<file path="src/rtl/ppu_compositor.sv">
// ppu_compositor
//   Merges the background layer with NUM_SPR_CH sprite channels.
//   Resolves transparency, left-edge clipping and priority, then looks up the
//   system colour in a 32-entry palette RAM. Also latches the sprite-0 hit and
//   owns the CPU palette port.
//
//   Pixel path is two clocks deep and accepts a pixel every cycle:
//     S1: opacity/priority resolve, palette address registered
//     S2: palette lookup registered into sys_idx_out, valid_out pulses
//
// Ports
//   clk_in, nrst_in        clock, synchronous active-low reset
//   pix_pulse_in           pixel inputs valid this cycle
//   frame_start_in         clears the sprite-0 hit flag
//   x_in                   pixel x
//   bg_en_in, spr_en_in    layer enables
//   clip_bg_in/spr_in      hide layer when x_in < CLIP_W
//   bg_idx_in              background {palette, pixel}
//   spr_idx_in             per-channel {palette, pixel}, channel k at [4k+3:4k]
//   spr_pri_in             per-channel 1 = behind background
//   spr0_in                channel 0 is currently showing sprite 0
//   pram_a/d/wr_in         CPU palette address / write data / write strobe
//   pram_d_out             CPU palette read data, 1-cycle latency
//   sys_idx_out            system palette index to the VGA stage
//   valid_out              sys_idx_out updated this cycle
//   spr0_hit_out           sticky sprite-0 hit
//
// Optional build macro PPU_COMP_GREYSCALE_EN adds greyscale_in; while high,
// sys_idx_out and pram_d_out are masked with 6'h30 as they are loaded.

module ppu_compositor #(
    parameter int NUM_SPR_CH = 2,
    parameter int PAL_W      = 6,
    parameter int CLIP_W     = 8
) (
    input  logic                    clk_in,
    input  logic                    nrst_in,
    input  logic                    pix_pulse_in,
    input  logic                    frame_start_in,
    input  logic [7:0]              x_in,
    input  logic                    bg_en_in,
    input  logic                    spr_en_in,
    input  logic                    clip_bg_in,
    input  logic                    clip_spr_in,
    input  logic [3:0]              bg_idx_in,
    input  logic [4*NUM_SPR_CH-1:0] spr_idx_in,
    input  logic [NUM_SPR_CH-1:0]   spr_pri_in,
    input  logic                    spr0_in,
    input  logic [4:0]              pram_a_in,
    input  logic [PAL_W-1:0]        pram_d_in,
    input  logic                    pram_wr_in,
`ifdef PPU_COMP_GREYSCALE_EN
    input  logic                    greyscale_in,
`endif
    output logic [PAL_W-1:0]        pram_d_out,
    output logic [PAL_W-1:0]        sys_idx_out,
    output logic                    valid_out,
    output logic                    spr0_hit_out
);

    localparam int STAGES = 2;

    // Sprite-palette entry 0 of each group aliases the matching background
    // entry, so 0x10/14/18/1C land on 0x00/04/08/0C.
    function automatic logic [4:0] pal_mirror(input logic [4:0] a);
        return (a[1:0] == 2'b00) ? {1'b0, a[3:0]} : a;
    endfunction

    logic [PAL_W-1:0]             r_pram [0:31];
    logic [PAL_W-1:0]             r_pram_d;
    logic [PAL_W-1:0]             r_sys_idx;
    logic [4:0]                   r_s1_addr;
    logic [STAGES:1]              r_vld_pipe;
    logic                         r_spr0_hit;

    logic [NUM_SPR_CH-1:0][3:0]   w_spr_idx;
    logic [NUM_SPR_CH-1:0]        w_spr_op;
    logic                         w_in_clip;
    logic                         w_bg_op;
    logic                         w_win_found;
    logic [3:0]                   w_win_idx;
    logic                         w_win_pri;
    logic [4:0]                   w_addr;
    logic [4:0]                   w_cpu_addr;
    logic                         w_hit_set;
    logic [PAL_W-1:0]             w_grey_mask;

    assign w_spr_idx  = spr_idx_in;
    assign w_cpu_addr = pal_mirror(pram_a_in);

    // 9-bit compare so a CLIP_W of 256 still covers the whole line.
    assign w_in_clip = ({1'b0, x_in} < 9'(CLIP_W));
    assign w_bg_op   = bg_en_in & (|bg_idx_in[1:0]) & ~(clip_bg_in & w_in_clip);

    for (genvar k = 0; k < NUM_SPR_CH; k++) begin : g_ch
        assign w_spr_op[k] = spr_en_in & (|w_spr_idx[k][1:0]) & ~(clip_spr_in & w_in_clip);
    end

    // Lowest opaque channel wins outright, even when it sits behind the
    // background: a behind-bg winner still hides higher-index channels.
    always_comb begin
        w_win_found = 1'b0;
        w_win_idx   = 4'h0;
        w_win_pri   = 1'b0;
        for (int k = NUM_SPR_CH - 1; k >= 0; k--) begin
            if (w_spr_op[k]) begin
                w_win_found = 1'b1;
                w_win_idx   = w_spr_idx[k];
                w_win_pri   = spr_pri_in[k];
            end
        end
    end

    always_comb begin
        w_addr = 5'h00;
        if (w_win_found && (!w_win_pri || !w_bg_op))
            w_addr = {1'b1, w_win_idx};
        else if (w_bg_op)
            w_addr = {1'b0, bg_idx_in};
    end

    assign w_hit_set = pix_pulse_in & spr0_in & w_spr_op[0] & w_bg_op & (x_in != 8'hFF);

`ifdef PPU_COMP_GREYSCALE_EN
    assign w_grey_mask = greyscale_in ? PAL_W'(6'h30) : {PAL_W{1'b1}};
`else
    assign w_grey_mask = {PAL_W{1'b1}};
`endif

    // Reads use the pre-write contents, so a same-cycle CPU write or a
    // same-cycle pixel lookup of the written entry both see old data.
    always_ff @(posedge clk_in) begin
        if (!nrst_in) begin
            for (int i = 0; i < 32; i++) r_pram[i] <= '0;
            r_pram_d   <= '0;
            r_sys_idx  <= '0;
            r_s1_addr  <= '0;
            r_vld_pipe <= '0;
            r_spr0_hit <= 1'b0;
        end else begin
            if (pram_wr_in) r_pram[w_cpu_addr] <= pram_d_in;
            r_pram_d <= r_pram[w_cpu_addr] & w_grey_mask;

            r_vld_pipe <= {r_vld_pipe[STAGES-1:1], pix_pulse_in};
            if (pix_pulse_in)  r_s1_addr <= w_addr;
            if (r_vld_pipe[1]) r_sys_idx <= r_pram[pal_mirror(r_s1_addr)] & w_grey_mask;

            if (frame_start_in) r_spr0_hit <= 1'b0;
            else if (w_hit_set) r_spr0_hit <= 1'b1;
        end
    end

    assign pram_d_out   = r_pram_d;
    assign sys_idx_out  = r_sys_idx;
    assign valid_out    = r_vld_pipe[STAGES];
    assign spr0_hit_out = r_spr0_hit;

endmodule

</file>
<file path="config.mk">
export PLATFORM = sky130hd
export DESIGN_NAME = ppu_compositor
export DESIGN_NICKNAME = d
export VERILOG_FILES = /design/src/rtl/ppu_compositor.sv
export SDC_FILE = /design/constraint.sdc
export NUM_CORES = 1
export LEC_CHECK = 0
export BUFFER_PORTS_ARGS = -buffer_cell sky130_fd_sc_hd__clkbuf_2
export CAP_MARGIN = 20
export CORE_ASPECT_RATIO = 0.6
export CORE_UTILIZATION = 50
export CTS_BUF_LIST = sky130_fd_sc_hd__clkbuf_8 sky130_fd_sc_hd__clkbuf_16
export DETAILED_ROUTE_END_ITERATION = 10
export GPL_TIMING_DRIVEN = 0
export HOLD_SLACK_MARGIN = 0.06
export PLACE_DENSITY = 0.65
export RECOVER_POWER = 100
export SLEW_MARGIN = 20
export SYNTH_ARGS = -nofsm -noshare
export SYNTH_HDL_FRONTEND = slang
export SYNTH_SLANG_ARGS = --single-unit
</file>
<file path="constraint.sdc">
create_clock -name clk_in -period 6.56 [get_ports clk_in]
set_input_delay 1.312 -clock clk_in [delete_from_list [all_inputs] [get_ports clk_in]]
set_output_delay 1.312 -clock clk_in [all_outputs]
set_load 0.005 [all_outputs]
</file>
Yosys cells after proc, flatten, opt, wreduce, memory -nomap -nowiden
Memory sizes are Yosys's and may differ from the RTL's. A register that Yosys moved wholly into a read port is not among the register bits. Cells that the tools add are included.

Mux-type cells: 17. Order comparisons: 1. Bitwise gates (word level): 15. Add/subtract/negate cells: 0. $mul: 0. Shift operators: 0. Reductions and logical operators: 13. Div/mod/pow operators: 0. Eq/ne operators: 1.

Operator list (number): $mux W5 (4); $and A1 B1 Y1 (12); $mux W4 (3); $mux W1 (9); $lt A8 B4 Y1 const B (1); $ne A8 B8 Y1 const B (1); $reduce_or A2 Y1 (4); $mux W6 (1); $reduce_or A6 Y1 (1); $logic_not A1 Y1 (4); $logic_not A2 Y1 (2); $not A1 Y1 (3); $logic_and A1 B1 Y1 (1); $logic_or A1 B1 Y1 (1).

RAM bits: 192. Memory bits (read-only): 0. Output and inout bits: 14. Logic and storage cells: 51. Memories: 1. Input bits: 43. Bits in latches: 0. Bits in registers: 8.

Memory list: r_pram (words 32, width 6, read ports 2, clocked after Yosys merged registers in 2, wr ports 32, line 69) `logic [PAL_W-1:0] r_pram [0:31];`.

Longest topological paths before layout
Depth after elaboration: 10. Depth in mapped cells: 9. Gate-level depth less buffers: 5.

Worst setup path before layout
No wires, ideal clock.

Kind: in2reg. Start point: in pram_a_in[0]. End point: mem r_pram[22][0] (enable). Path slack: 3.396 ns. Required time: 6.183 ns. Stages on the path: 7. Library setup time: 0.377 ns. Data arrival time: 2.787 ns. Buffers on the path: 4. Cell sequence: buf_6 > and2b_1 > buf_2 > buf_2 > nand3_1 > buf_2 > o21ai_0.

RTL lines: from (decl) (line 49) `input logic [4:0] pram_a_in,`; to (decl) (line 69).

==> reports/qor.txt <==
Clock sinks -> 196
Post-Syn Area -> 10700 um^2
P_leak -> 0.00402 uW
Dominant cells by area after synthesis -> edfxtp_1 50%, and2_1 10%, mux4_2 8.7%
Crit-path max cell delay -> 900 ps
Skew-Pair Late Insertion Delay -> 450 ps
Achievable Freq -> 207 MHz
Post-synthesis register bit count -> 196
CP max stage cell -> o21ai_0
Mean Syn Cell Area -> 12.5 um^2
Crit Path Category -> input port to register
Initial DRC Count -> 1140
HP Class -> register to register
Layout cells sized above 1 -> 0.175
Number of gates resized after cts -> 0
Synth unique cells -> 60
Vias per cell -> 6.53
Largest net degree at the start of global routing -> 18
Sequential area share after synthesis -> 0.533
CP most frequent cell -> clkbuf_1
Status -> complete, no violations
CP Data Arrival Time -> 4910 ps
Die Ht -> 115 um
Tot GR Track Use -> 0.342
Final period utilization -> 0.737
Worst Max-Slew Pin Slew -> 1070 ps
Row Count -> 40
# port buffers -> 53
Layout Nets -> 976
Detailed-route DRC error count -> 0
Synth cell count leaders -> 176 x edfxtp_1, 173 x and2_1, 50 x o21ai_0, 43 x nor2_1, 41 x mux4_2
CP max FO -> 10
Async SR Flop Fraction -> 0
Setup bufs post-CTS -> 0
# IOs -> 57
Top FF cell, synth -> edfxtp_1
Vias -> 7963
Share of the synthesized area in the top cell type -> 0.495
Worst VDD drop -> 0.191 mV
Post-Synthesis Cells -> 854
TNS Setup -> 0 ps
H-tree levels -> 4
DRT Pass-1 Iters -> 5
Root cell of the clock tree -> clkbuf_16
First-pass GRT wire length -> 51.7 mm
Pwr Density -> 259 nW/um^2
# hold bufs at CTS -> 0
Area Overhead vs Synth -> 11.4%
Synth warnings -> 0
Max-Cap Viols -> 0
CP bufs+invs -> 4
Total overflow reported by the global router -> 0
Initial antenna violation count -> 2
Vias in the first global route -> 7434
RSZ-0062 raised after global routing -> no
CTS tree -> yes
Placed cell area -> 11300 um^2
Area leader, netlist -> edfxtp_1
DRT Wirelength -> 35.8 mm
Count leader, synth -> edfxtp_1
Final GP Congestion -> 1.07
Remaining antenna violation count -> 0
Worst-path cell chain -> buf_6, clkbuf_1, clkbuf_1, nand4_1, clkbuf_1, o21ai_0
Crit end category -> register
Design Area, Final -> 11900 um^2
Setup crit start kind -> input port
Wire per inst -> 29.3 um
DIE AREA -> 21900 um^2
Worst Path Required -> 6640 ps
CTS Buf Count -> 17
Worst slew margin -> 0.279
Core ar. -> 20500 um^2
Family with the most delay on the worst path -> buffers and inverters
Final Hold Fails -> 0
Initial Util -> 0.521
Max Buffers Root-to-Sink -> 2
EDFF count, synth -> 176
Clk slew on worst S/H paths -> 80 ps
Final Skew -> 12.3 ps
Max-slew violations -> 0
Die width -> 191 um
DPL Wire Length -> 26.8 mm
Period minus WS final -> 4830 ps
Setup Viol. Count Final -> 0
-- placed cells by master (no fill, tap or decap), types with 9 or more instances in the layout --
cell	Yosys	final
clkbuf_16	0	17
a22o_1	10	10
a21oi_1	13	13
clkbuf_1	34	59
mux2_2	28	26
a22oi_1	13	13
and2_1	173	67
mux4_2	41	41
clkbuf_2	0	39
edfxtp_1	176	176
nor2_1	43	43
and2_0	0	106
dfxtp_1	20	20
a221oi_1	15	15
nand3_1	13	13
nand2_1	38	38
mux2i_1	18	18
nor3_1	9	9
o21ai_0	50	50
inv_1	11	11
-- layer usage --
| layer | global-route usage | part of all wire | wire, um | up-vias |
|---|---|---|---|---|
| met5 | 0 | 0 | 0 | - |
| met4 | 0.101 | 0.023 | 823 | 0 |
| met3 | 0.142 | 0.14 | 4950 | 55 |
| met2 | 0.438 | 0.38 | 13700 | 573 |
| met1 | 0.519 | 0.46 | 16400 | 3915 |
| li1 | - | - | - | 3420 |
-- worst reg2reg max path, stage by stage, from the launching register on --
cell       delay (ps)
dfxtp_1           330
clkbuf_1          590
clkbuf_1          860
clkbuf_1          620
a2111oi_0         160
o21ai_0           500
a32oi_1           180
o21ai_0           100
-- worst paths after layout --
kind | startpoint | slack, ps | to | cells past startpoint
max | pram_a_in[0] | 1730 | r_pram[11][5] | 6
max reg2reg | r_s1_addr[1] | 3160 | sys_idx_out[4] | 7
min reg2reg | r_vld_pipe[1] | 510 | sys_idx_out[3] | 1
min | r_vld_pipe[1] | 510 | sys_idx_out[3] | 1
-- where the power goes --
group	total [uW]	switching, uW	internal (uW)	leakage (uW)
Sequential	1480	51.1	1430	0.00184
Clock	1160	514	644	0.000309
Combinational	431	271	159	0.00187
Total	3070	837	2240	0.00402
-- state kept, by name, indices dropped and copies added, names as in the netlist --
signal	count
pram_d_out	6
r_s1_addr	5
spr0_hit_out	1
r_pram	176
sys_idx_out	6
r_vld_pipe	2
-- area by class of cell --
cell class | count | area [um^2]
clock inverters | 15 | 204
repair buffers | 53 | 248
flip-flops and latches | 196 | 5690
plain buffers | 65 | 314
inverters | 13 | 48.8
clock buffers | 17 | 425
multi-input cells | 587 | 4620
diodes | 1 | 2.50
fillers | 1674 | 8580
well taps | 273 | 342
-- per-stage QoR --
| stage | hold slack [ps] | total power (uW) | util | setup slack, ps | std cells |
|---|---|---|---|---|---|
| final | 513 | 3070 | 0.581 | 1730 | 1220 |
| after global routing | 554 | 3140 | 0.581 | 1530 | 1219 |
| after CTS | 511 | 3060 | 0.583 | 2660 | 1219 |
| after detailed placement | 495 | 1930 | 0.552 | 2180 | 1187 |
| after global placement | 487 | 1920 | 0.552 | 2210 | 1187 |
| after floorplan | 453 | 1740 | - | 3400 | 861 |
-- cell families after synthesis --
family	Yosys count	synth area share
AO/OA/AOI/OAI	177	0.119
buffers and inverters	78	0.0358
flip-flops	196	0.533
multiplexers	94	0.150
other	1	0.000352
AND/OR/NAND/NOR	308	0.162
(Power assumes the default switching activity.)
